[src/rtl/l1a_match_queue.sv]
// l1a_match_queue: per-L1A CFEB match collection window feeding a first-word-fall-through readout queue
module l1a_match_queue #(
    parameter int AW   = 4,
    parameter int MWIN = 3,
    parameter int NW   = 12
) (
    input  logic          CLK,
    input  logic          RST,
    input  logic          L1A,
    input  logic [5:0]    L1A_MATCH,
    input  logic          RD_EN,
    output logic [5:0]    DOUT_MATCH,
    output logic [NW-1:0] DOUT_L1ANUM,
    output logic          DOUT_NOMTCH,
    output logic          EMPTY,
    output logic          FULL,
    output logic [AW:0]   COUNT,
    output logic          OVFL,
    output logic [NW-1:0] L1A_CNT
);
    localparam int DEPTH = 2**AW;
    localparam int EW    = 6 + NW;
    typedef enum logic {IDLE, COLLECT} state_t;
    state_t        state, state_n;
    logic [5:0]    acc, acc_n, merged;
    logic [NW-1:0] tag, tag_n, cnt_n;
    logic [2:0]    wcnt, wcnt_n;
    logic          wr, push, pop;
    logic [EW-1:0] wdata;
    logic [EW-1:0] mem [DEPTH];
    logic [AW:0]   wp, rp;
    always_comb begin
        state_n = state;
        acc_n   = acc;
        tag_n   = tag;
        wcnt_n  = wcnt;
        cnt_n   = L1A_CNT;
        wr      = 1'b0;
        merged  = acc | L1A_MATCH;
        wdata   = {merged, tag};
        if (state == IDLE) begin
            if (L1A) begin
                acc_n  = L1A_MATCH;
                tag_n  = L1A_CNT;
                cnt_n  = L1A_CNT + 1'b1;
                wcnt_n = 3'd1;
                if (MWIN == 1) begin
                    wr    = 1'b1;
                    wdata = {L1A_MATCH, L1A_CNT};
                end else begin
                    state_n = COLLECT;
                end
            end
        end else begin
            acc_n  = merged;
            wcnt_n = wcnt + 3'd1;
            // A new L1A closes the current window early; its match bits land in both entries
            if (L1A) begin
                wr     = 1'b1;
                acc_n  = L1A_MATCH;
                tag_n  = L1A_CNT;
                cnt_n  = L1A_CNT + 1'b1;
                wcnt_n = 3'd1;
            end else if (wcnt == 3'(MWIN - 1)) begin
                wr      = 1'b1;
                state_n = IDLE;
            end
        end
    end
    assign COUNT = wp - rp;
    assign EMPTY = wp == rp;
    assign FULL  = (wp[AW] != rp[AW]) && (wp[AW-1:0] == rp[AW-1:0]);
    assign pop   = RD_EN & ~EMPTY;
    assign push  = wr & (~FULL | pop);
    assign {DOUT_MATCH, DOUT_L1ANUM} = EMPTY ? '0 : mem[rp[AW-1:0]];
    assign DOUT_NOMTCH = ~EMPTY & ~|DOUT_MATCH;
    always_ff @(posedge CLK) begin
        if (RST) begin
            state   <= IDLE;
            acc     <= '0;
            tag     <= '0;
            wcnt    <= '0;
            L1A_CNT <= '0;
            wp      <= '0;
            rp      <= '0;
            OVFL    <= 1'b0;
        end else begin
            state   <= state_n;
            acc     <= acc_n;
            tag     <= tag_n;
            wcnt    <= wcnt_n;
            L1A_CNT <= cnt_n;
            if (push) wp <= wp + 1'b1;
            if (pop) rp <= rp + 1'b1;
            if (wr & ~push) OVFL <= 1'b1;
        end
    end
    always_ff @(posedge CLK) begin
        if (!RST && push) mem[wp[AW-1:0]] <= wdata;
    end
endmodule

[config.mk]
export PLATFORM = sky130hd
export DESIGN_NAME = l1a_match_queue
export DESIGN_NICKNAME = d
export VERILOG_FILES = /design/src/rtl/l1a_match_queue.sv
export SDC_FILE = /design/constraint.sdc
export NUM_CORES = 1
export LEC_CHECK = 0
export CORE_ASPECT_RATIO = 1.5
export CORE_MARGIN = 5
export CORE_UTILIZATION = 40
export DETAILED_ROUTE_END_ITERATION = 10
export HOLD_SLACK_MARGIN = 0.03
export PLACE_DENSITY = 0.64
export SLEW_MARGIN = 10
export SYNTH_ARGS = -nofsm -noshare
export SYNTH_HDL_FRONTEND = slang
export SYNTH_SLANG_ARGS = --single-unit
[constraint.sdc]
create_clock -name CLK -period 9 [get_ports CLK]
set_input_delay 2.25 -clock CLK [delete_from_list [all_inputs] [get_ports CLK]]
set_output_delay 2.25 -clock CLK [all_outputs]
set_load 0.05 [all_outputs]
==> impl_results.md, run 1 <==
* Antenna cells at 0
* CP Capture Type: output pin
* Clock Tree Root: clkbuf_16
* Skew final at 0.00888 ns
* Pwr dens at 221 mW/mm²
* Die width at 158 µm
* Leakage power at 4.88 nW
* Clk_lat worst skew at 0.55 ns
* Final Cycle Share at 70.9%
* M1 wire length at 11.0 mm
* Worst-path fanout max at 39
* Worst R2R Start: wp[2]
* Antenna violations before repair at 0
* Avg Synthesized Cell Area at 19.0 µm²
* Worst endpoint required time at 6.75 ns
* CTS-repair resized insts at 0
* Final setup violation count at 0
* Hold Violations, Final at 0
* Die H at 232 µm
* Slew @ Worst Pin at 1.04 ns
* End of the worst register-to-register path: mem[10][10]
* Number of global-route vias before repair at 6865
* First-pass GRT wire length at 41.9 mm
* Vias per inst at 5.30
* Final instance area at 0.0152 mm²
* Final wirelength at 27.4 mm
* CTS max path bufs at 3
* CP startpoint kind: register
* Postcts setup bufs at 0
* Area leader, netlist: edfxtp_1
* Filler cells at 2706
* Min-delay src: OVFL
* Metal3 WL at 1.13 mm
* Most frequent cells in the layout: 288 x edfxtp_1, 84 x mux4_2, 58 x nor2_1
* # DRC at 0
* Yosys top cell area share at 65.7%
* Global Route Usage Sum at 15.4%
* Starting DRT DRC Count at 463
* Detail Route Antenna Nets at 0
* Critical Path Sink: DOUT_L1ANUM[9]
* Status: finished, final reports clean
* Relative slew slack at 30.6%
* Flops & latches, synth at 337
* CTS tree: yes
* Hold buffers post-CTS at 0
* Register area share after synthesis at 73.2%
* Setup slack, reg-to-reg at 5.88 ns
* Post-DP Area at 0.0142 mm²
* CTS H-Tree Depth at 1
* Total CTS buffers at 29
* Synth Net Count at 715
* Clock Sinks at 337
* Fmax at 157 MHz
* Routed len/inst at 22.9 µm
* Pre-antenna DRT Iters at 5
* Largest net degree at the start of global routing at 48
* Pins Over Slew Limit at 0
* Period minus WS final at 6.38 ns
* Dpl cells at 1141
* Vias at 6330
* RSZ-0062 raised after global routing: false
* Crit Path Class: reg2out
* Post-layout net count at 780
* Core Rows at 81
* Synth top area cells: edfxtp_1 66%, mux4_2 14%, dfxtp_1 7.5%, nor2_1 2.0%, ha_1 1.1%
* Mapped Cells at 692
* Worst Reg2Reg Path Length in Cells at 7
* Top Ports at 49
* Library cells used by synthesis at 37
* Most common cell after layout, fill and taps aside: edfxtp_1
* Max_cap viols at 0
* Clock transition at path regs at 0.07 ns
* Mapped cell area at 0.0132 mm²
* Grt ovf at 0
* Finished Layout Cells at 1194
* Share of layout cells above drive strength 1 at 23.2%
* Top sig layer: met4
* Die area at 0.0367 mm²
* Critical path arrival at 4.13 ns
* Buffers on Ports at 48
* Core area at 0.0325 mm²
* GP Congestion at 0.716
* HP Class: reg2reg
* Final setup TNS at 0 ns
* Synth Warn # at 0
* Worst VDD drop at 0.000132 V
* Routed wl met2 at 14.7 mm
* HPWL Detailed at 15.9 mm
* Synth-to-layout area growth at 15.2%
* Initial Util at 40.4%
-- power by group --
group	switching, mW	internal (mW)
Combinational	0.215	0.158
Clock	0.550	0.703
Sequential	0.0336	1.69
-- area by class of cell --
cell class	count	area (µm²)	area share (%)
flip-flops and latches	337	9630	63.6
multi-input cells	309	3370	22.2
clock buffers	38	821	5.41
repair buffers	67	618	4.08
well taps	415	519	3.43
clock inverters	15	145	0.957
inverters	13	48.8	0.322
-- through the flow --
step / setup slack (ns) / power [mW] / util [%] / hold slack [ns]
floorplan: 4.13 / 2.04 / - / 0.499
global placement: 3.05 / 2.14 / 43.6 / 0.462
detailed placement: 3.05 / 2.14 / 43.6 / 0.468
CTS: 2.45 / 3.39 / 46.6 / 0.488
global route: 2.30 / 3.47 / 46.6 / 0.510
finish: 2.62 / 3.35 / 46.6 / 0.481
-- worst min-delay path by stage --
| stage | cells past startpoint | endpoint | slack, ns |
|---|---|---|---|
| after global placement | 2 | OVFL | 0.46 |
| after floorplan | 2 | rp[4] | 0.50 |
| after detailed placement | 2 | OVFL | 0.47 |
| final | 2 | OVFL | 0.48 |
| after CTS | 2 | OVFL | 0.49 |
| after global routing | 2 | OVFL | 0.51 |
-- worst max-delay path, cell delays in order, from the launching register on --
cell,delay [ns]
dfxtp_4,0.87
buf_4,0.68
mux4_2,0.59
mux4_2,0.53
nor2b_1,0.15
clkdlybuf4s50_1,0.71
-- synthesized netlist by cell type --
library cell	n
a2111oi_0	1
a21boi_1	1
a21o_1	2
a21oi_1	13
a221oi_2	2
a22o_1	8
a22oi_1	2
and2_1	2
and3_1	1
and4_1	1
buf_1	9
buf_2	1
buf_4	2
buf_6	6
clkbuf_1	15
dfxtp_1	49
edfxtp_1	288
fa_1	1
ha_1	12
inv_1	13
mux2i_1	13
mux4_2	84
nand2_1	15
nand2b_1	2
nand3_1	4
nand4_1	6
nor2_1	70
nor2b_1	22
nor3_1	10
nor4_1	1
nor4_2	1
o21ai_0	2
o21ai_1	1
or2_2	7
or3_1	1
xnor2_1	13
xor2_1	11
-- cell families (layout without fill, tap and decap cells) --
logic type               Yosys count  after routing  share of synthesized area, %
flip-flops                       337            337                          73.2
AO/OA/AOI/OAI                     32             32                          1.72
adder cells (fa/ha/maj)           13             13                          1.29
AND/OR/NAND/NOR                  143            143                          5.12
buffers and inverters             46            133                          1.72
multiplexers                      97             97                          15.4
XOR/XNOR                          24             24                          1.60
-- flip-flops by register name, summed over array words and instances, names as in the netlist, named ones only --
signal	count
state	1
wp	5
wcnt	3
rp	5
tag	12
mem	288
OVFL	1
L1A_CNT	12
acc	6
-- routing by layer --
| layer | vias to the layer above | track usage [%] |
|---|---|---|
| met5 | - | 0 |
| met4 | 0 | 4.27 |
| li1 | 2847 | - |
| met2 | 159 | 27.4 |
| met1 | 3285 | 19.7 |
| met3 | 39 | 1.86 |
(Power assumes the default switching activity.)
==> run 2: changes to the inputs <==
--- a/config.mk
+++ b/config.mk
@@ -10,7 +10,7 @@
 export CORE_UTILIZATION = 40
 export DETAILED_ROUTE_END_ITERATION = 10
 export HOLD_SLACK_MARGIN = 0.03
-export PLACE_DENSITY = 0.64
+export PLACE_DENSITY = 0.66
 export SLEW_MARGIN = 10
 export SYNTH_ARGS = -nofsm -noshare
 export SYNTH_HDL_FRONTEND = slang
==> constraint.sdc (replaced) <==
create_clock -name CLK -period 5.2 [get_ports CLK]
set_input_delay 1.3 -clock CLK [delete_from_list [all_inputs] [get_ports CLK]]
set_output_delay 1.3 -clock CLK [all_outputs]
set_load 0.05 [all_outputs]
==> run 2 against run 1 <==
  * Clock power grew 82%
  * Final cell count grew 1.0%
  * Non-clock buffer count grew 12
  * Core utilization grew 0.46 points
  * Register-to-register slack lost 3.8 ns
  * Design area grew 0.98%
  * Combinational power grew 86%
  * Sequential share of layout area shrank 0.62 points
  * Sequential power grew 71%
==> impl_results.md, run 2 (same netlist as run 1, synthesis figures left out) <==
* Most common cell after layout, fill and taps aside: edfxtp_1
* Worst path bufs/invs at 2
* Post-layout net count at 792
* Setup slack, reg-to-reg at 2.11 ns
* CTS-repair resized insts at 0
* Skew final at 0.00816 ns
* Min-delay src: OVFL
* Seq. cell area at 0.00963 mm²
* Clock transition at path regs at 0.07 ns
* Number of global-route vias before repair at 6842
* CP max stage delay at 0.86 ns
* HP Class: reg2reg
* Hold buffers post-CTS at 0
* Delay-heaviest family, CP: buffers and inverters
* Relative slew slack at 25.9%
* HPWL Detailed at 16.5 mm
* Vias at 6381
* Global Route Usage Sum at 15.8%
* Routed len/inst at 23.3 µm
* Cell chain of the critical path: buf_4 -> mux4_2 -> a22o_1 -> a221oi_2 -> nand3_1 -> nor4_2 -> clkdlybuf4s50_1
* Final Cycle Share at 93.6%
* Crit Path Class: reg2out
* Core area at 0.0325 mm²
* Grt ovf at 0
* PnR worst setup slack at 0.333 ns
* Critical path arrival at 3.57 ns
* Die width at 158 µm
* CP Capture Type: output pin
* Detail Route Antenna Nets at 0
* Worst VDD drop at 0.000238 V
* Worst endpoint required time at 3.90 ns
* Pwr dens at 387 mW/mm²
* Final setup TNS at 0 ns
* Multi-input gate area at 0.00335 mm²
* Antenna cells at 0
* Antenna violations before repair at 0
* Number of flip-flops in the largest register at 288
* Slew @ Worst Pin at 1.11 ns
* Max_cap viols at 0
* Leakage power at 4.99 nW
* Initial Util at 40.4%
* CP startpoint kind: register
* CTS max path bufs at 3
* Core Rows at 81
* Worst-path fanout max at 14
* Status: finished, final reports clean
* Pre-antenna DRT Iters at 5
* Design Power at 5.92 mW
* Die area at 0.0367 mm²
* Top Ports at 49
* Largest net degree at the start of global routing at 73
* Filler cells at 2690
* Slowest-stage cell, CP: clkdlybuf4s50_1
* Hold Violations, Final at 0
* Fmax at 205 MHz
* First-pass GRT wire length at 43.0 mm
* Place WS at 0.841 ns
* Die H at 232 µm
* Worst R2R Start: wp[3]
* Buffers on Ports at 48
* Clk_lat worst skew at 0.55 ns
* Vias per inst at 5.29
* # DRC at 0
* Clock Tree Root: clkbuf_16
* Final setup violation count at 0
* Period minus WS final at 4.87 ns
* RSZ-0062 raised after global routing: false
* GP Congestion at 0.748
* Pins Over Slew Limit at 0
* Postcts setup bufs at 0
* CTS H-Tree Depth at 1
* Clock Sinks at 337
* Final wirelength at 28.0 mm
* Share of layout cells above drive strength 1 at 24.4%
* CTS tree: yes
* Synth-to-layout area growth at 16.3%
* Most frequent cells in the layout: 288 x edfxtp_1, 84 x mux4_2, 58 x nor2_1
* Starting DRT DRC Count at 464
* Total CTS buffers at 29
## run 2: changes by cell type in the layout (fill, tap and decap cells not counted), sizes merged
cell      before  now
inv           14   13
buf           20   32
bufinv         2    4
clkinv         7    6
clkbuf        38   41
clkinvlp       5    2
## run 2: power by group
group / switching (mW) / internal [mW] / total, mW
clock: 0.932 / 1.34 / 2.27
combinational: 0.409 / 0.286 / 0.695
sequential: 0.0273 / 2.93 / 2.96
total: 1.37 / 4.55 / 5.92
## run 2: final timing paths
check                endpoint  depth (start not counted)
setup / recovery  DOUT_NOMTCH                          7
hold / removal           OVFL                          2
setup reg to reg    mem[8][6]                          8
hold reg to reg          OVFL                          2
## run 2: cell type report
type / instances / area share (%)
Clock buffer: 41 / 5.56
Clock inverter: 12 / 1.10
Inverter: 13 / 0.319
Multi-Input combinational cell: 309 / 21.9
Sequential cell: 337 / 62.9
Tap cell: 415 / 3.39
Timing Repair Buffer: 79 / 4.79
## run 2: tightest hold or removal path, delay by kind of cell, from the launching register on
family           cells  cell delay [ns]
AO/OA/AOI/OAI        1             0.04
flip-flops           1             0.33
AND/OR/NAND/NOR      1             0.07
## run 2: stage by stage
| step | instance area, µm² | instances | utilization (%) | hold WS, ns |
|---|---|---|---|---|
| after floorplan | 13200 | 692 | - | 0.499 |
| after global placement | 14300 | 1153 | 43.9 | 0.475 |
| after detailed placement | 14300 | 1153 | 43.9 | 0.468 |
| after CTS | 15300 | 1206 | 47.1 | 0.489 |
| after global routing | 15300 | 1206 | 47.1 | 0.523 |
| final | 15300 | 1206 | 47.1 | 0.482 |
## run 2: per-layer routing
layer / wire [µm] / vias to the layer above / share of wire, % / track usage, %
met4: 608 / 0 / 2.2 / 4.45
met2: 15200 / 166 / 54 / 28.5
met3: 1330 / 38 / 4.7 / 1.86
li1: - / 2869 / - / -
met5: 0 / - / 0 / 0
met1: 10900 / 3308 / 39 / 19.9
==> run 3: changes to the inputs <==
--- a/config.mk
+++ b/config.mk
@@ -5,6 +5,7 @@
 export SDC_FILE = /design/constraint.sdc
 export NUM_CORES = 1
 export LEC_CHECK = 0
+export CAP_MARGIN = 0
 export CORE_ASPECT_RATIO = 1.5
 export CORE_MARGIN = 5
 export CORE_UTILIZATION = 40
==> results of run 3 <==
Same layout as run 2: the final DEF is identical, and so are final timing and power.
